**config.mk**
```make
export PLATFORM = sky130hd
export DESIGN_NAME = perf_counter_bank
export DESIGN_NICKNAME = d
export VERILOG_FILES = /design/src/rtl/perf_counter_bank.sv
export SDC_FILE = /design/constraint.sdc
export NUM_CORES = 1
export LEC_CHECK = 0
export ABC_AREA = 1
export BUFFER_PORTS_ARGS = -buffer_cell sky130_fd_sc_hd__clkbuf_2
export CORE_MARGIN = 8
export CORE_UTILIZATION = 40
export CTS_CLUSTER_SIZE = 14
export DETAILED_ROUTE_END_ITERATION = 10
export GPL_TIMING_DRIVEN = 1
export SLEW_MARGIN = 15
export SYNTH_ARGS = -nofsm -noshare
export SYNTH_HDL_FRONTEND = slang
export SYNTH_SLANG_ARGS = --single-unit
```
**constraint.sdc**
```tcl
create_clock -name clk -period 2.55 [get_ports clk]
set_input_delay 0.51 -clock clk [delete_from_list [all_inputs] [get_ports clk]]
set_output_delay 0.51 -clock clk [all_outputs]
set_load 0.005 [all_outputs]
```
**src/rtl/perf_counter_bank.sv**
```systemverilog
// Multi-channel performance monitor: live counters for total/active/idle/paused/event cycles,
// latched into a CSR-readable bank on done, timeout or snapshot.
module perf_counter_bank #(
    parameter int  COUNTER_WIDTH = 32,
    parameter int  NUM_EVENTS    = 4,
    parameter bit  SATURATE      = 1'b1,
    localparam int NUM_CH        = 4 + NUM_EVENTS,
    localparam int SEL_W         = $clog2(NUM_CH)
) (
    input  logic                     clk,
    input  logic                     rst_n,
    input  logic                     start_pulse,
    input  logic                     done_pulse,
    input  logic                     snap_req,
    input  logic                     pause,
    input  logic                     busy_signal,
    input  logic [NUM_EVENTS-1:0]    event_in,
    input  logic [COUNTER_WIDTH-1:0] timeout_cycles,
    input  logic [SEL_W-1:0]         rd_sel,
    output logic [COUNTER_WIDTH-1:0] rd_data,
    output logic [NUM_CH-1:0]        ovf_flags,
    output logic                     measuring,
    output logic                     measurement_done,
    output logic                     snap_valid,
    output logic                     timed_out
);
    typedef enum logic {S_IDLE = 1'b0, S_RUN = 1'b1} state_t;

    state_t state, state_next;

    logic [COUNTER_WIDTH-1:0] live_cnt [NUM_CH];
    logic [COUNTER_WIDTH-1:0] cnt_next [NUM_CH];
    logic [COUNTER_WIDTH-1:0] bank     [NUM_CH];
    logic [NUM_CH-1:0]        live_ovf;
    logic [NUM_CH-1:0]        ovf_next;
    logic [NUM_CH-1:0]        inc;
    logic                     run;
    logic                     timeout_hit;
    logic                     end_meas;
    logic                     snap;
    logic                     clear_live;

    assign run = (state == S_RUN);

    // Channel map: 0 total, 1 active, 2 idle, 3 paused, 4+k event k.
    always_comb begin
        inc    = '0;
        inc[0] = 1'b1;
        inc[1] = !pause && busy_signal;
        inc[2] = !pause && !busy_signal;
        inc[3] = pause;
        for (int k = 0; k < NUM_EVENTS; k++) begin
            inc[4+k] = event_in[k] && !pause;
        end
    end

    always_comb begin
        ovf_next = live_ovf;
        for (int i = 0; i < NUM_CH; i++) begin
            cnt_next[i] = live_cnt[i];
            if (inc[i]) begin
                if (&live_cnt[i]) begin
                    ovf_next[i] = 1'b1;
                    cnt_next[i] = SATURATE ? live_cnt[i] : '0;
                end else begin
                    cnt_next[i] = live_cnt[i] + COUNTER_WIDTH'(1);
                end
            end
        end
    end

    // Timeout compares against the post-increment total so total==timeout_cycles at the latch.
    assign timeout_hit = (timeout_cycles != '0) && (cnt_next[0] == timeout_cycles);

    always_ff @(posedge clk or negedge rst_n) begin
        if (!rst_n) begin
            state <= S_IDLE;
        end else begin
            state <= state_next;
        end
    end

    always_comb begin
        state_next = state;
        case (state)
            S_IDLE:  if (start_pulse) state_next = S_RUN;
            S_RUN:   if (done_pulse || timeout_hit) state_next = S_IDLE;
            default: state_next = S_IDLE;
        endcase
    end

    // Ending a measurement outranks both a coincident snapshot and a coincident restart.
    always_comb begin
        measuring  = run;
        end_meas   = run && (done_pulse || timeout_hit);
        snap       = run && snap_req && !end_meas;
        clear_live = start_pulse && !end_meas;
    end

    always_ff @(posedge clk or negedge rst_n) begin
        if (!rst_n) begin
            for (int i = 0; i < NUM_CH; i++) live_cnt[i] <= '0;
            live_ovf <= '0;
        end else if (clear_live) begin
            for (int i = 0; i < NUM_CH; i++) live_cnt[i] <= '0;
            live_ovf <= '0;
        end else if (run) begin
            for (int i = 0; i < NUM_CH; i++) live_cnt[i] <= cnt_next[i];
            live_ovf <= ovf_next;
        end
    end

    always_ff @(posedge clk or negedge rst_n) begin
        if (!rst_n) begin
            for (int i = 0; i < NUM_CH; i++) bank[i] <= '0;
            ovf_flags        <= '0;
            measurement_done <= 1'b0;
            snap_valid       <= 1'b0;
            timed_out        <= 1'b0;
        end else begin
            measurement_done <= end_meas;
            snap_valid       <= snap;
            if (end_meas || snap) begin
                for (int i = 0; i < NUM_CH; i++) bank[i] <= cnt_next[i];
                ovf_flags <= ovf_next;
            end
            if (clear_live) begin
                timed_out <= 1'b0;
            end else if (end_meas && timeout_hit) begin
                timed_out <= 1'b1;
            end
        end
    end

    always_comb begin
        rd_data = '0;
        for (int i = 0; i < NUM_CH; i++) begin
            if (rd_sel == SEL_W'(i)) rd_data = bank[i];
        end
    end

endmodule
```
Word-level counts from Yosys, hierarchy flattened --
Index checks and enable logic that the tools add are counted.
Storage, ports and cells: output and inout bits 44, bits in registers 532, word-level logic and storage cells 115
Cells by class: eq/ne operators 8, mux-type cells 47, add/sub/neg operators 8, bitwise operators 1, reductions and logical operators 29
Operators by type and width (count):
- two-way mux 32 bit | 23
- two-way mux 256 bit | 2
- adder 32 x 1 -> 32 bit, second input constant | 8
- AND reduction 32 bit | 8
- == test 32 bit | 1
- nonzero test 32 bit | 1
- two-way mux 1 bit | 19
- two-way mux 8 bit | 2
- == test 3 bit, second input constant | 4
- logical AND 1 bit | 12
- == test 3 x 2 -> 1 bit, second input constant | 2
- nonzero test 2 bit | 2
- == test 3 x 1 -> 1 bit, second input constant | 1
- zero test 1 bit | 3
- zero test 3 bit | 1
- logical OR 1 bit | 2
- case mux 1 bit (2 select lines) | 1
- NOT 1 bit | 1

Depth between registers and ports, before layout --
depth after elaboration 9, gate-level depth with buffers 24, mapped depth without buffers 21

Least setup slack after synthesis --
No wires, ideal clock.
path type register -> register, from register live_cnt[224] (netlist name), to register live_cnt[175] (netlist name), clock period less this slack 2.702 ns, setup slack -0.152 ns, required time 2.484 ns, buffers on the path 3, stages on the path, launching flop included 23, data arrival time 2.637 ns, cell sequence dfrtp_1 -> ha_1 -> nand3_2 -> inv_2 -> nand2_2 -> nor2_4 -> nand2_2 -> buf_2 -> nand2_1 -> nor2_1 -> a21oi_1 -> nand2_1 -> nor2_1 -> nand2_1 -> nor2_1 -> nand2_1 -> nand2_1 -> nand2_2 -> nand2_2 -> buf_6 -> buf_4 -> nand2_1 -> nand2_1
On the way: word-level cells in the longest chain between the ends 9, elaborated cells between the ends (all ways) 11
Ends and longest elaborated chain:
- start, declared | line 31 | logic [COUNTER_WIDTH-1:0] live_cnt [NUM_CH];
- adder 32 x 1 -> 32 bit / AND reduction 32 bit (equally long branches) | line 66, 62
- two-way mux 32 bit (*) | line 62 | if (&live_cnt[i]) begin
- == test 32 bit (*) | line 73 | assign timeout_hit = (timeout_cycles != '0) && (cnt_next[0] == timeout_cycles);
- logical AND 1 bit (*) | line 73
- logical OR 1 bit (*) | line 95 | end_meas = run && (done_pulse || timeout_hit);
- logical AND 1 bit (*) | line 95
- zero test 1 bit (*) | line 97 | clear_live = start_pulse && !end_meas;
- logical AND 1 bit (*) | line 97
- two-way mux 256 bit / nonzero test 2 bit (equally long branches)
Mark *: on every way between the ends. The rest lies on a longest branch, timed or not. A chain may end at the register's enable or synchronous reset.

Final worst setup path --
from register live_cnt[225] (netlist name), to register live_cnt[173] (netlist name)
Same word-level chain as after synthesis.

==> implementation parameters <==
Parameter                              Value

Route
  Total routed wirelength ... ~130 mm
  Final routed wire length divided by cell count ... around 20 um
  Vias per cell ... 5.35
  Detailed-routing iteration count for the pre-antenna-repair pass ... 5
  Post-route DRC ... 0
  Iteration-0 DRC Markers ... between 3000 and 4000
  Via Count ... about 35000
  Final ANT Viol Nets ... 0

STA
  Minimum clock period after layout ... 3160 ps
  Relative slew margins ... roughly a third
  Worst-case hold slack ... 401 ps
  Setup slack after layout ... -614 ps
  Final hold violations ... 0
  Post-route clock period utilization ... 124%
  Achievable frequency ... around 320 MHz
  Tightest Pin Transition ... roughly 980 ps
  Final number of max-transition violations ... 0
  RSZ-0062 raised after global routing ... true
  # setup viols final ... between 500 and 600
  Setup skew after layout ... about 41 ps

Placement
  Placer congestion estimate ... roughly 0.97
  Total instance count after detailed placement ... 6315
  Detailed placer's ending HPWL ... 88.2 mm
  Count of input and output buffers ... between 80 and 90

Worst setup path
  Reg-to-reg startpoint ... live_cnt[225]$_DFFE_PN0P_
  CP arrival ... 3720 ps
  Critical-path top delay cell ... sky130_fd_sc_hd__dfrtp_1
  Largest stage delay on the critical path ... 430 ps
  Endpoint kind of the worst setup timing path ... register
  Startpoint Class ... register
  Cell with the most instances on the worst path ... sky130_fd_sc_hd__nand2_4
  Critical setup path kind ... reg -> reg
  Buffers plus inverters on the worst setup path ... 7
  Critical path origin ... live_cnt[225]$_DFFE_PN0P_
  Max FO, Critical Path ... 6
  Data required time at the worst endpoint ... 3110 ps
  Register-to-register setup slack ... -610 ps
  Gate family responsible for the most delay along the worst path ... simple AND/OR/NAND/NOR gates

Clock network
  Num CTS Buffers ... just under 70
  Skew-Pair Late Insertion Delay ... about 650 ps
  CTS tree ... yes
  Register clock-pin slew on the reported worst setup and hold paths ... about 60 ps
  # H-tree levels ... 3
  CTS Buffer Depth ... 3
  Total clock sinks ... around 530
  CTS Root Buffer Type ... sky130_fd_sc_hd__clkbuf_16

Cells and area
  Number of nets at the end of the flow ... approximately 5500
  Count of non-filler cells in the finished layout ... roughly 6600
  Fraction of layout instances using a drive strength above 1 ... between 20% and 30%
  Relative area change from synthesis to final layout ... 38.6%

Status
  Run status ... complete, but fails checks
  Violations in the final reports ... setup timing

GRT
  Total congestion overflow ... 0
  Global-route wire length before repair ... ~200 mm
  Maximum number of pins on one net before global-route repair ... 166
  Overall routing resource usage ... around 28%
  Number of antenna violations at the first check in global routing ... 2
  Via count of the first global-routing pass ... 33900

Yosys
  Largest cells by area after synthesis ... sky130_fd_sc_hd__dfrtp_1 (40%), sky130_fd_sc_hd__nand2_1 (23%), sky130_fd_sc_hd__nand3_1 (6.5%)
  Count of warnings emitted by yosys ... 0
  Nets in the synthesized netlist ... between 4000 and 5000
  Number of enable flip-flop cells after synthesis ... 0
  Mean area per synthesized cell ... 6.75 um2
  Ys flop type ... sky130_fd_sc_hd__dfrtp_1
  Cell Area, Synth ... about 33000 um2
  Number of instances in the synthesized netlist ... 4880
  Proportion of register bits with asynchronous set or reset after synthesis ... 100%
  Yosys top cell area share ... 40.4%
  Largest area contributor in the synthesized netlist ... sky130_fd_sc_hd__dfrtp_1
  Number of flip-flops and latches in the synthesized netlist ... around 530
  Number of unique standard cell types used by synthesis ... 38
  Proportion of synthesized chip area in sequential cells ... between 40% and 50%

Die
  Die width ... around 300 um
  Starting density of the core ... between 40 and 50%
  Boundary pin count ... 90
  Number of rows created at floorplan ... 105
  DIE HEIGHT ... about 300 um
  Total Die Area ... about 92000 um2
  Placeable Area ... slightly above 80000 um2

Power and ir drop
  Total power after layout ... 23.4 mW
  Power density normalized to cell area ... between 500 and 600 nW/um2
  Static power due to leakage ... 23.9 nW
  Maximum resistive drop on vdd ... approximately 0.50 mV

Run
  Number of violations of the max-capacitance limit ... 0

Worst hold path
  Path type of the worst min-delay path ... in -> async
==> stage by stage <==
step / setup TNS [ps] / instance area [um2] / utilization, % / setup WS [ps]
after global placement: -449360 / 38100 / 46.5 / -945
after detailed placement: -421720 / 38100 / 46.5 / -887
after global routing: -370880 / 45600 / 55.8 / -759
after floorplan: 0 / 33000 / - / 2.99
after CTS: -241720 / 44300 / 54.1 / -526
final: -285790 / 45600 / 55.8 / -614
==> cells by family (layout without fill, tap and decap cells) <==
kind of cell               Yosys count  in the layout  synth area share (%)
AOI/OAI and AO/OA                  297            297                  4.92
DFF                                532            532                  40.4
buffers and inverters              635           1290                  8.20
adders and majority gates            8              8                 0.304
and+or+nand+nor                   3195           3199                  40.5
xor gates and xnor gates           213            213                  5.66
other                                0              1                     0
==> state kept, by name (all words and copies together), names as in the netlist <==
name	count
bank	256
snap_valid	1
live_cnt	256
measuring	1
timed_out	1
ovf_flags	8
live_ovf	8
measurement_done	1
==> routing by layer <==
metal / global-route usage (%) / share of wire, %
met1: 38.3 / 43
met3: 5.50 / 8.9
met4: 10.2 / 3.9
met2: 43.9 / 45
met5: 0 / 0
==> what timing repair did <==
item	CTS	global route
hold buffers	1	0
gates cloned	63	20
endpoints found under the hold margin	30	0
setup buffers	84	38
resized for setup	449	337
endpoints found under the setup margin	564	564
pin swaps	66	95
==> cell type report <==
class / count / area (um2)
fillers: 7706 / 36200
clock buffers: 93 / 1900
multi-input cells: 3717 / 19100
diodes: 1 / 2.50
inverters: 395 / 1490
clock inverters: 27 / 399
flip-flops and latches: 532 / 13300
repair buffers: 775 / 8100
well taps: 1070 / 1340
==> worst reg2reg max path, cell delays in order, from the launching register on <==
cell and delay, ps:
sky130_fd_sc_hd__dfrtp_1 430, sky130_fd_sc_hd__ha_4 180, sky130_fd_sc_hd__nand3_4 100, sky130_fd_sc_hd__inv_4 80, sky130_fd_sc_hd__nand2_4 50, sky130_fd_sc_hd__nor2_4 140, sky130_fd_sc_hd__nand2_4 100, sky130_fd_sc_hd__buf_12 150
sky130_fd_sc_hd__buf_12 120, sky130_fd_sc_hd__buf_16 130, sky130_fd_sc_hd__nand2_4 60, sky130_fd_sc_hd__nand2_1 40, sky130_fd_sc_hd__nand2_1 50, sky130_fd_sc_hd__nand3_1 60, sky130_fd_sc_hd__nor2_1 120, sky130_fd_sc_hd__nand3_2 100
sky130_fd_sc_hd__nor2_4 140, sky130_fd_sc_hd__nand2_4 80, sky130_fd_sc_hd__nand2_4 100, sky130_fd_sc_hd__nand2_8 80, sky130_fd_sc_hd__buf_12 170, sky130_fd_sc_hd__nand2_8 160, sky130_fd_sc_hd__buf_12 180, sky130_fd_sc_hd__buf_16 150
sky130_fd_sc_hd__nand2_4 50, sky130_fd_sc_hd__nand2_2 70
==> cell usage in the layout (no fill, tap or decap), types with 6 or more instances in the layout <==
master                      Yosys  routed
sky130_fd_sc_hd__nand2_4        0     113
sky130_fd_sc_hd__buf_12         0      85
sky130_fd_sc_hd__inv_1        390     388
sky130_fd_sc_hd__nand3_2        1      53
sky130_fd_sc_hd__nor2_2         1      13
sky130_fd_sc_hd__clkbuf_2       0      88
sky130_fd_sc_hd__buf_6         15      32
sky130_fd_sc_hd__nand2_2        6     289
sky130_fd_sc_hd__dfrtp_1      532     529
sky130_fd_sc_hd__buf_8          0      12
sky130_fd_sc_hd__nor2_4         1      11
sky130_fd_sc_hd__buf_16         0      47
sky130_fd_sc_hd__a21oi_1      109     107
sky130_fd_sc_hd__a32o_1         6       6
sky130_fd_sc_hd__nand2_1     2040    1642
sky130_fd_sc_hd__or2_2         15      15
sky130_fd_sc_hd__a221oi_1      19      18
sky130_fd_sc_hd__ha_1           8       7
sky130_fd_sc_hd__nor2_1       360     338
sky130_fd_sc_hd__o21ai_0      147     145
sky130_fd_sc_hd__and2_1        56      56
sky130_fd_sc_hd__nor4_1        48      48
sky130_fd_sc_hd__clkbuf_16      0      84
sky130_fd_sc_hd__bufinv_16      0       7
sky130_fd_sc_hd__clkinv_2       0       8
sky130_fd_sc_hd__clkbuf_1     122      15
sky130_fd_sc_hd__xnor2_1       40      38
sky130_fd_sc_hd__nor3_2         0       6
sky130_fd_sc_hd__nor3_1       104      98
sky130_fd_sc_hd__nand3_1      430     374
sky130_fd_sc_hd__nand2_8        0       6
sky130_fd_sc_hd__buf_4         43     494
sky130_fd_sc_hd__nand4_1      121     121
sky130_fd_sc_hd__xor2_1       173     171
sky130_fd_sc_hd__clkbuf_8       0      10
==> final timing paths <==
kind	to	cells after the start
worst min register to register	live_cnt[95]$_DFFE_PN0P_	2
max in group asynchronous	live_cnt[113]$_DFFE_PN0P_	3
min in group clk	snap_valid$_DFF_PN0_	4
worst max-delay path	live_cnt[173]$_DFFE_PN0P_	25
worst max register to register	live_cnt[173]$_DFFE_PN0P_	25
worst min-delay path	live_cnt[221]$_DFFE_PN0P_	2
==> power by group <==
group          leakage (nW)  internal, mW  switching [mW]
Clock                  1.11          5.97            4.18
Sequential             7.39          8.64           0.194
Combinational          15.4          1.87            2.57
==> synth_stat cells, types with 5 or more instances <==
library cell	n
sky130_fd_sc_hd__a21boi_0	5
sky130_fd_sc_hd__a21oi_1	109
sky130_fd_sc_hd__a221oi_1	19
sky130_fd_sc_hd__a32o_1	6
sky130_fd_sc_hd__and2_1	56
sky130_fd_sc_hd__buf_1	25
sky130_fd_sc_hd__buf_2	35
sky130_fd_sc_hd__buf_4	43
sky130_fd_sc_hd__buf_6	15
sky130_fd_sc_hd__clkbuf_1	122
sky130_fd_sc_hd__dfrtp_1	532
sky130_fd_sc_hd__ha_1	8
sky130_fd_sc_hd__inv_1	390
sky130_fd_sc_hd__nand2_1	2040
sky130_fd_sc_hd__nand2_2	6
sky130_fd_sc_hd__nand3_1	430
sky130_fd_sc_hd__nand3b_1	5
sky130_fd_sc_hd__nand4_1	121
sky130_fd_sc_hd__nor2_1	360
sky130_fd_sc_hd__nor3_1	104
sky130_fd_sc_hd__nor4_1	48
sky130_fd_sc_hd__o21ai_0	147
sky130_fd_sc_hd__o21bai_1	5
sky130_fd_sc_hd__or2_2	15
sky130_fd_sc_hd__xnor2_1	40
sky130_fd_sc_hd__xor2_1	173
No activity file was read; power rests on OpenSTA's default activity.
